==> src/rtl/imem_program_loader_if.sv <==
// Program-load bus for imem_program_loader.
//
// Bundles the two data paths that leave or enter the loader:
//   - the upstream word stream: in_valid, in_data (producer to loader)
//     and in_ready (loader to producer).
//   - the instruction-memory write port: imem_we, imem_addr and
//     imem_wdata (loader to memory).
//
// Modports:
//   master : the producer/memory side, used by whatever feeds the loader
//   slave  : the loader itself
interface imem_program_loader_if #(
    parameter int ADDR_WIDTH = 8,
    parameter int DATA_WIDTH = 32
);
    logic                  in_valid;
    logic [DATA_WIDTH-1:0] in_data;
    logic                  in_ready;
    logic                  imem_we;
    logic [ADDR_WIDTH-1:0] imem_addr;
    logic [DATA_WIDTH-1:0] imem_wdata;

    modport master (
        output in_valid,
        output in_data,
        input  in_ready,
        input  imem_we,
        input  imem_addr,
        input  imem_wdata
    );

    modport slave (
        input  in_valid,
        input  in_data,
        output in_ready,
        output imem_we,
        output imem_addr,
        output imem_wdata
    );
endinterface

==> src/rtl/imem_program_loader.sv <==
// Boot-time program loader.
//
// Receives a program as a valid/ready stream of words, writes each one
// sequentially into instruction memory starting at address 0, and then
// compares a trailing checksum word against the running sum of the
// program words. The CPU start output is raised only after a verified
// load; a failed load parks the loader in ERROR with start low.
//
// Ports:
//   clock      : system clock, rising edge
//   reset      : synchronous, active-high
//   load_req   : one-cycle pulse requesting a new load
//   load_len   : program length in words (trailer excluded), sampled
//                together with load_req
//   bus        : slave side of the word stream and imem write port
//   start      : CPU start, high while a verified program runs
//   busy       : high while loading or checking
//   error      : high after a bad length or a checksum mismatch
//   checksum   : running modulo-2^DATA_WIDTH sum of accepted words
//   word_count : program words accepted in the current load
module imem_program_loader #(
    parameter int ADDR_WIDTH = 8,
    parameter int DATA_WIDTH = 32
) (
    input  logic                  clock,
    input  logic                  reset,
    input  logic                  load_req,
    input  logic [ADDR_WIDTH:0]   load_len,
    imem_program_loader_if.slave  bus,
    output logic                  start,
    output logic                  busy,
    output logic                  error,
    output logic [DATA_WIDTH-1:0] checksum,
    output logic [ADDR_WIDTH:0]   word_count
);

    typedef enum logic [2:0] {
        S_IDLE,
        S_LOAD,
        S_CHECK,
        S_RUN,
        S_ERROR
    } state_t;

    // Largest legal length: exactly fills the memory.
    localparam logic [ADDR_WIDTH:0] MAX_LEN = {1'b1, {ADDR_WIDTH{1'b0}}};

    state_t                state_q,  state_d;
    logic [ADDR_WIDTH:0]   len_q,    len_d;
    logic [ADDR_WIDTH:0]   cnt_q,    cnt_d;
    logic [DATA_WIDTH-1:0] sum_q,    sum_d;
    logic                  we_q,     we_d;
    logic [ADDR_WIDTH-1:0] addr_q,   addr_d;
    logic [DATA_WIDTH-1:0] wdata_q,  wdata_d;

    logic                  accept;
    logic                  len_ok;
    logic [ADDR_WIDTH:0]   cnt_inc;

    // Checksum arithmetic deliberately drops the carry out.
    function automatic logic [DATA_WIDTH-1:0] wrap_add(
        input logic [DATA_WIDTH-1:0] a,
        input logic [DATA_WIDTH-1:0] b
    );
        return a + b;
    endfunction

    assign bus.in_ready = (state_q == S_LOAD) || (state_q == S_CHECK);
    assign busy         = (state_q == S_LOAD) || (state_q == S_CHECK);
    assign start        = (state_q == S_RUN);
    assign error        = (state_q == S_ERROR);

    assign bus.imem_we    = we_q;
    assign bus.imem_addr  = addr_q;
    assign bus.imem_wdata = wdata_q;
    assign checksum       = sum_q;
    assign word_count     = cnt_q;

    assign accept  = bus.in_valid && bus.in_ready;
    assign len_ok  = (load_len != '0) && (load_len <= MAX_LEN);
    assign cnt_inc = cnt_q + (ADDR_WIDTH + 1)'(1);

    always_comb begin
        state_d = state_q;
        len_d   = len_q;
        cnt_d   = cnt_q;
        sum_d   = sum_q;
        we_d    = 1'b0;
        addr_d  = addr_q;
        wdata_d = wdata_q;

        unique case (state_q)
            // IDLE, RUN and ERROR all react to load_req the same way;
            // counters keep their last values until a valid load begins.
            S_IDLE, S_RUN, S_ERROR: begin
                if (load_req) begin
                    if (len_ok) begin
                        state_d = S_LOAD;
                        len_d   = load_len;
                        cnt_d   = '0;
                        sum_d   = '0;
                    end else begin
                        state_d = S_ERROR;
                    end
                end
            end

            S_LOAD: begin
                if (accept) begin
                    we_d    = 1'b1;
                    addr_d  = cnt_q[ADDR_WIDTH-1:0];
                    wdata_d = bus.in_data;
                    sum_d   = wrap_add(sum_q, bus.in_data);
                    cnt_d   = cnt_inc;
                    if (cnt_inc == len_q) begin
                        state_d = S_CHECK;
                    end
                end
            end

            // The trailer is compared, never written to memory.
            S_CHECK: begin
                if (accept) begin
                    state_d = (bus.in_data == sum_q) ? S_RUN : S_ERROR;
                end
            end

            default: state_d = S_IDLE;
        endcase
    end

    always_ff @(posedge clock) begin
        if (reset) begin
            state_q <= S_IDLE;
            len_q   <= '0;
            cnt_q   <= '0;
            sum_q   <= '0;
            we_q    <= 1'b0;
            addr_q  <= '0;
            wdata_q <= '0;
        end else begin
            state_q <= state_d;
            len_q   <= len_d;
            cnt_q   <= cnt_d;
            sum_q   <= sum_d;
            we_q    <= we_d;
            addr_q  <= addr_d;
            wdata_q <= wdata_d;
        end
    end

endmodule

==> src/flat_wrapper.sv <==
// flat-port wrapper written by rule: the top's interface ports become plain ports
module imem_program_loader_flat 
#(
    parameter int ADDR_WIDTH = 8,
    parameter int DATA_WIDTH = 32
)
  (clock, reset, load_req, load_len, start, busy, error, checksum, word_count, bus_in_valid, bus_in_data, bus_in_ready, bus_imem_we, bus_imem_addr, bus_imem_wdata);
  imem_program_loader_if #(.ADDR_WIDTH(ADDR_WIDTH), .DATA_WIDTH(DATA_WIDTH)) bus_i ();
  input  logic clock;
  input  logic reset;
  input  logic load_req;
  input  logic [ADDR_WIDTH:0] load_len;
  output logic start;
  output logic busy;
  output logic error;
  output logic [DATA_WIDTH-1:0] checksum;
  output logic [ADDR_WIDTH:0] word_count;
  input wire logic [$bits(bus_i.in_valid)-1:0] bus_in_valid;
  input wire logic [$bits(bus_i.in_data)-1:0] bus_in_data;
  output wire logic [$bits(bus_i.in_ready)-1:0] bus_in_ready;
  output wire logic [$bits(bus_i.imem_we)-1:0] bus_imem_we;
  output wire logic [$bits(bus_i.imem_addr)-1:0] bus_imem_addr;
  output wire logic [$bits(bus_i.imem_wdata)-1:0] bus_imem_wdata;
  assign bus_i.in_valid = bus_in_valid;
  assign bus_i.in_data = bus_in_data;
  assign bus_in_ready = bus_i.in_ready;
  assign bus_imem_we = bus_i.imem_we;
  assign bus_imem_addr = bus_i.imem_addr;
  assign bus_imem_wdata = bus_i.imem_wdata;
  imem_program_loader #(.ADDR_WIDTH(ADDR_WIDTH), .DATA_WIDTH(DATA_WIDTH)) u_core (.clock(clock), .reset(reset), .load_req(load_req), .load_len(load_len), .bus(bus_i), .start(start), .busy(busy), .error(error), .checksum(checksum), .word_count(word_count));
endmodule
==> config.mk <==
export PLATFORM = sky130hd
export DESIGN_NAME = imem_program_loader_flat
export DESIGN_NICKNAME = d
export VERILOG_FILES = /design/src/rtl/imem_program_loader_if.sv /design/src/rtl/imem_program_loader.sv /design/src/flat_wrapper.sv
export SDC_FILE = /design/constraint.sdc
export NUM_CORES = 1
export LEC_CHECK = 0
export CAP_MARGIN = 30
export CORE_ASPECT_RATIO = 0.5
export CORE_MARGIN = 2
export CORE_UTILIZATION = 40
export CTS_CLUSTER_DIAMETER = 200
export DETAILED_ROUTE_END_ITERATION = 12
export HOLD_SLACK_MARGIN = 0.1
export PLACE_DENSITY = 0.68
export SKIP_CTS_REPAIR_TIMING = 1
export SLEW_MARGIN = 20
export SYNTH_ARGS = -nofsm -noshare
export SYNTH_HDL_FRONTEND = slang
export SYNTH_SLANG_ARGS = --single-unit
export TNS_END_PERCENT = 50
==> constraint.sdc <==
create_clock -name clock -period 6.5 [get_ports clock]
set_clock_uncertainty 0.05 [all_clocks]
set_input_delay 1.3 -clock clock [delete_from_list [all_inputs] [get_ports clock]]
set_output_delay 1.3 -clock clock [all_outputs]
set_load 0.05 [all_outputs]
### Word-level counts from Yosys, hierarchy flattened

Cells that the tools add are included.

| storage, ports and cells | value |
|---|---|
| bits in registers | 94 |
| output and inout bits | 86 |
| logic and storage cells | 50 |
| input port bits | 45 |

| cells by class | value |
|---|---|
| reductions and logical operators | 12 |
| $lt $le $gt $ge | 1 |
| multiplexer cells | 16 |
| $add $sub $neg | 2 |
| equality and inequality tests | 11 |
| bitwise logic cells | 1 |

Operator list:

| kind | number |
|---|---|
| 32-bit 2-to-1 mux | 3 |
| 32-bit case mux with 2 select lines | 1 |
| 32-bit adder | 1 |
| 32-bit equality test | 1 |
| 9-bit 2-to-1 mux | 3 |
| 3-bit 2-to-1 mux | 6 |
| 9-bit case mux with 2 select lines | 1 |
| 9-bit by 1-bit adder with 9-bit output (second input constant) | 1 |
| 9-bit equality test | 1 |
| 9-bit <= comparator (second input constant) | 1 |
| 3-bit case mux with 3 select lines | 1 |
| 9-bit nonzero test | 1 |
| 4-bit AND reduction | 2 |
| 3-bit by 2-bit equality test with 1-bit output (second input constant) | 2 |
| 2-bit by 1-bit != test with 1-bit output (second input constant) | 3 |
| 2-bit != test (second input constant) | 2 |
| 3-bit by 1-bit equality test with 1-bit output (second input constant) | 1 |
| 3-bit equality test (second input constant) | 1 |
| 3-bit zero test | 1 |
| 3-bit AND reduction | 1 |
| 3-bit OR reduction | 1 |
| 1-bit logical AND | 2 |
| 2-bit AND reduction | 1 |
| 2-bit nonzero test | 1 |
| 4 further kinds | 4 |

### Depth between registers and ports, before layout

Gate-level depths: netlist of the first run.

| depth | value |
|---|---|
| word-level depth | 5 |
| mapped depth | 12 |
| mapped depth without buffers | 12 |

### Worst setup path after synthesis of the first run

No wires, ideal clock.

| timing | value |
|---|---|
| path kind | input to register |
| start point | in bus_in_data[0] |
| end point | reg u_core.sum_q[28] (netlist: u_core.checksum[28]) |
| cell stages on the path | 11 |
| path slack | 2939 ps |
| path buffers | 0 |
| data required time | 6333 ps |
| library setup time | 117 ps |
| arrival time | 3394 ps |
| path through | ha_1 -> inv_1 -> fa_1 -> nor2b_1 -> o21a_1 -> o21ai_1 -> a21oi_1 -> a21oi_1 -> o31ai_1 -> a31oi_1 -> a32o_1 |

| between the ends | value |
|---|---|
| word-level cells in the longest chain between the ends | 3 |

RTL lines:

| item | line | text |
|---|---|---|
| start, declared | flat_wrapper.sv:19 | `input wire logic [$bits(bus_i.in_data)-1:0] bus_in_data;` |
| 32-bit adder | imem_program_loader.sv:65 | `return a + b;` |
| 32-bit 2-to-1 mux | imem_program_loader.sv:109 | `if (accept) begin` |
| 32-bit case mux with 2 select lines | imem_program_loader.sv:92 | `unique case (state_q)` |
| end signal, assigned | imem_program_loader.sv:145 | `sum_q <= sum_d;` |
| end, declared | imem_program_loader.sv:51 | `logic [DATA_WIDTH-1:0] sum_q, sum_d;` |

No other way between the ends. The select of a mux whose other input is x is not followed.
A chain may end at the register's enable or synchronous reset.

### Worst setup path after layout of the first run

| timing | value |
|---|---|
| start point | in bus_in_data[0] |
| end point | reg u_core.sum_q[30] (netlist: u_core.checksum[30]) |

Same word-level chain as after synthesis.

==> results of run 1 <==
[cell type report]
type	count	area, um2	share of cell area [%]
Multi-Input combinational cell	537	3200	45.9
Inverter	8	30.0	0.430
Sequential cell	94	1880	27.0
Timing Repair Buffer	136	1340	19.2
Clock buffer	10	239	3.42
Clock inverter	6	71.3	1.02
Tap cell	170	213	3.05
[critical path, delay by kind of cell]
kind / cells / cell delay [ps]
adder cells (fa/ha/maj): 2 / 590
AO/OA/AOI/OAI: 7 / 1630
buffers and inverters: 2 / 570
multiplexers: 1 / 180
AND/OR/NAND/NOR: 1 / 160
[flip-flops by register name, summed over array words and instances, names as in the netlist]
signal,flops
u_core.checksum,32
u_core.len_q,9
u_core.bus.imem_wdata,32
u_core.word_count,9
u_core.state_q,3
u_core.bus.imem_we,1
u_core.bus.imem_addr,8
[cells by family (layout without fill, tap and decap cells)]
| logic type | count (synthesis) | after routing | share of synthesized area [%] |
|---|---|---|---|
| buffers and inverters | 48 | 160 | 3.68 |
| adders and majority gates | 33 | 33 | 7.97 |
| AOI/OAI and AO/OA | 204 | 204 | 24.1 |
| muxes | 1 | 1 | 0.190 |
| DFF | 94 | 94 | 35.7 |
| and+or+nand+nor | 258 | 258 | 21.6 |
| xor gates and xnor gates | 41 | 41 | 6.81 |
[metrics by stage]
step                power, mW  setup WS [ps]  cell area (um2)  hold WS, ps
floorplan                1.13           2940             5280          398
global placement         1.33           2040             6670          393
detailed placement       1.34           1960             6670          397
CTS                      1.89           2290             6980          407
global route             1.97           2050             6980          425
finish                   1.87           2210             6980          404
[final timing paths]
check	startpoint	end	slack (ps)	cells past startpoint
min reg2reg	u_core.bus.imem_wdata[15]	u_core.bus.imem_wdata[15]	400	2
max	bus_in_data[0]	u_core.checksum[30]	2210	13
min	u_core.bus.imem_wdata[15]	u_core.bus.imem_wdata[15]	400	2
max reg2reg	u_core.checksum[0]	u_core.checksum[30]	3300	12
[placed cells by master, fill, tap and decap left out, types with 9 or more instances in the layout]
cell | netlist | routed
nor4_1 | 11 | 11
xor2_1 | 16 | 16
nor2_1 | 48 | 48
o21ai_0 | 15 | 15
a21oi_1 | 93 | 93
clkdlybuf4s50_1 | 0 | 129
clkbuf_16 | 0 | 9
o21ai_1 | 17 | 17
xnor2_1 | 25 | 25
ha_1 | 32 | 32
a21o_1 | 17 | 17
nand3_1 | 18 | 18
nand2_1 | 136 | 135
dfxtp_1 | 94 | 94
[power breakdown]
| part | internal [mW] | leakage [nW] | switching (mW) | total, mW |
|---|---|---|---|---|
| clock | 0.311 | 0.145 | 0.235 | 0.546 |
| combinational | 0.234 | 1.76 | 0.427 | 0.661 |
| sequential | 0.622 | 0.761 | 0.0420 | 0.664 |
[per-layer routing]
metal  global-route usage [%]  share of wire, %  vias up
met2                     33.9                45      110
li1                         -                 -     2616
met4                     4.39              0.74        0
met3                     4.48               4.3        9
met1                     28.8                50     2492
met5                        0                 0        -
==> reports/metrics.csv, run 1 <==
metric;value;unit
avgViaCountPerCell;5.44;
avgRoutedWirePerCell;15.4;um
vias;5227;
cts_root_buffer;clkbuf_16;
cpMaxStageDelayCell;clkdlybuf4s50_1;
worst_pin_slew;843;ps
firstDrtPassIters;5;
antenna_found_initial;0;
endpoint_kind;register;
critPathLaunchType;input pin;
clock_path_buffers;2;
die_area;14200;um2
coreArea;12800;um2
drtIter0Drc;322;
post-route-period-util;65.9;%
ys_types;60;
gp_congestion;0.857;
synthTopCellsByCount;nand2_1 (136), dfxtp_1 (94), a21oi_1 (93), nor2_1 (48), ha_1 (32);
dp_cells;945;
cts_buffers;9;
max_cap_viol_count;0;
mappedNetlistNets;757;
grt_pass1_vias;4803;
ys.warnings.count;0;
ys.flop_type;dfxtp_1;
clock.fmax;233;MHz
htreeDepth;3;
grt_pass1_wl;24300;um
die_y;85.2;um
p_leak;2.67;nW
status;finished clean;
ys_ff_latch;94;
syn_avg_cell_area;7.77;um2
synth_area_leaders;dfxtp_1 (36%), nand2_1 (9.7%), a21oi_1 (8.8%);
period_needed;4290;ps
wirelength;14800;um
final_nets;864;
ir_drop;242;uV
diodes;0;
port_buffers;130;
layout-drive-gt1-share;4.17;%
slew_violations;0;
cts_tree;yes;
initial_core_util;41.3;%
final_core_util;54.7;%
io_pins;131;
cp_max_fo;5;
yosysMostFrequentCell;nand2_1;
ys_seq_area_share;35.7;%
synth_top_area_cell;dfxtp_1;
area_growth;32.3;%
grt_max_degree;78;
min_path_type;reg2reg;
fin_setup_tns;0;ps
clkTransAtPathRegs;60;ps
rsz0062_at_grt;false;
fin_cells;961;
overflow;0;
path_class;in2reg;
fillers;1247;
grt_usage;20.9;%
die_w;166;um
worstPathCellList;clkdlybuf4s50_1, ha_1, inv_1, fa_1, nor2b_1, o21a_1, o21ai_1, a21oi_1, a21oi_1, o31ai_1, a31oi_1, mux2i_1, o22ai_1;
maxSlewHeadroom;43.8;%
cellPowerDensity;268;nW/um2
crit_path_frequent_cell;a21oi_1;
synth-edff-count;0;
syn_inst;679;
hold_viol_final;0;
async_reset_ff_share;0;%
remaining_drc_errors;0;
num_rows;29;
setup_viol;0;
dp_hpwl;10800;um
worstPathRequired;6640;ps
antenna_left;0;
clock_latency;350;ps
slowest_delay;500;ps
arrival;4430;ps
cts_sinks;94;
yosysTopAreaCellShare;35.7;%
syn_area;5280;um2
No activity file was read; power rests on OpenSTA's default activity.
==> run 2: changes to the inputs <==
==> constraint.sdc (replaced) <==
create_clock -name clock -period 4 [get_ports clock]
set_clock_uncertainty 0.05 [all_clocks]
set_input_delay 0.8 -clock clock [delete_from_list [all_inputs] [get_ports clock]]
set_output_delay 0.8 -clock clock [all_outputs]
set_load 0.05 [all_outputs]
==> run 2 against run 1 <==
Against the previous run: combinational power is 65% higher; register-to-register slack lost 2300 ps; worst hold slack better by 1.1 ps; final cell count rose by 1.1%; sequential share of layout area down 0.32 points; critical endpoint unchanged.
==> reports/metrics.csv, run 2 (synthesis gave the netlist of run 1 again) <==
metric;value;unit
coreArea;12800;um2
critPathLaunchType;input pin;
ir_drop;405;uV
p_comb_share;35.6;%
period_needed;3570;ps
maxSlewHeadroom;41.2;%
vias;5292;
cts_buffers;9;
grt_pass1_vias;4882;
cp_max_fo;3;
layout-drive-gt1-share;5.49;%
clock_path_buffers;2;
endpoint_kind;register;
power_frac_seq;35.2;%
status;finished clean;
layout_common_cells;nand2_1 (135), clkdlybuf4s50_1 (129), dfxtp_1 (94);
htreeDepth;3;
dp_hpwl;11100;um
power_switching;1.16;mW
drtIter0Drc;295;
worst_pin_slew;883;ps
cts_tree;yes;
fin_setup_tns;0;ps
cellPowerDensity;434;nW/um2
grt_max_degree;79;
multi_input_area;3200;um2
switching_share;37.8;%
clock_latency;350;ps
initial_core_util;41.3;%
num_rows;29;
rsz0062_at_grt;false;
p_leak;2.72;nW
overflow;0;
grt_pass1_wl;25000;um
min_path_type;reg2reg;
firstDrtPassIters;5;
setup_viol;0;
worstPathRequired;4140;ps
timing.hold.ws;405;ps
path_class;in2reg;
final_nets;875;
die_w;166;um
layout_commonest_cell;nand2_1;
p_clk_share;29.1;%
die_y;85.2;um
die_area;14200;um2
slew_violations;0;
cts_root_buffer;clkbuf_16;
antenna_left;0;
hold_viol_final;0;
max_cap_viol_count;0;
intPower;1.91;mW
clkTransAtPathRegs;70;ps
io_pins;131;
gp_congestion;0.904;
area_growth;33.9;%
cts_sinks;94;
port_buffers;130;
grt_usage;21.6;%
fillers;1175;
diodes;0;
post-route-period-util;89.3;%
avgRoutedWirePerCell;15.8;um
arrival;3710;ps
antenna_found_initial;0;
wirelength;15300;um
remaining_drc_errors;0;
avgViaCountPerCell;5.44;
seq_area;1880;um2
clock.fmax;280;MHz
## run 2: critical path, cell delays in order
cell and delay [ps]:
clkdlybuf4s50_1 520, ha_1 210, inv_1 60, fa_1 370, nor2b_1 160, o21a_1 160
o21ai_1 90, a21oi_1 280, a21oi_1 190, o31ai_1 400, a31oi_1 200, mux2i_1 180
o22ai_1 80
## run 2: per-stage QoR
stage / power (mW) / setup WS, ps / cell area, um2 / std cells / util, %
after floorplan: 1.84 / 939 / 5280 / 679 / -
after global placement: 2.17 / 210 / 6750 / 956 / 52.9
after detailed placement: 2.19 / 98.3 / 6750 / 956 / 52.9
after CTS: 3.08 / 465 / 7060 / 972 / 55.3
after global routing: 3.22 / 209 / 7060 / 972 / 55.3
final: 3.07 / 430 / 7060 / 972 / 55.3
## run 2: final timing paths
path                           startpoint                 endpoint  slack, ps  cells past startpoint
setup reg to reg       u_core.checksum[0]      u_core.checksum[30]       1050                     12
hold reg to reg   u_core.bus.imem_addr[4]  u_core.bus.imem_addr[4]        410                      2
setup / recovery           bus_in_data[0]      u_core.checksum[30]        430                     13
hold / removal    u_core.bus.imem_addr[4]  u_core.bus.imem_addr[4]        410                      2
## run 2: layout make-up
type	count	share of cell area [%]
timing repair buffer	147	20.2
clock inverter	6	1.01
sequential	94	26.6
clock buffer	10	3.38
multi-input combinational	537	45.4
inverter	8	0.425
tap	170	3.01
## run 2: power groups by stage
stage                     clock network, mW  registers [mW]  logic [mW]
after CTS                             0.909            1.08        1.09
after detailed placement                  0            1.10        1.09
after floorplan                           0            1.28       0.560
after global routing                  0.948            1.09        1.18
after global placement                    0            1.10        1.08
final                                 0.893            1.08        1.09
## run 2: per-layer routing
layer | vias up | GRT usage (%) | share of wire [%]
met4 | 0 | 4.08 | 0.62
met3 | 7 | 4.57 | 4.6
met1 | 2519 | 30.2 | 49
met2 | 125 | 35.1 | 45
li1 | 2641 | - | -
met5 | - | 0 | 0
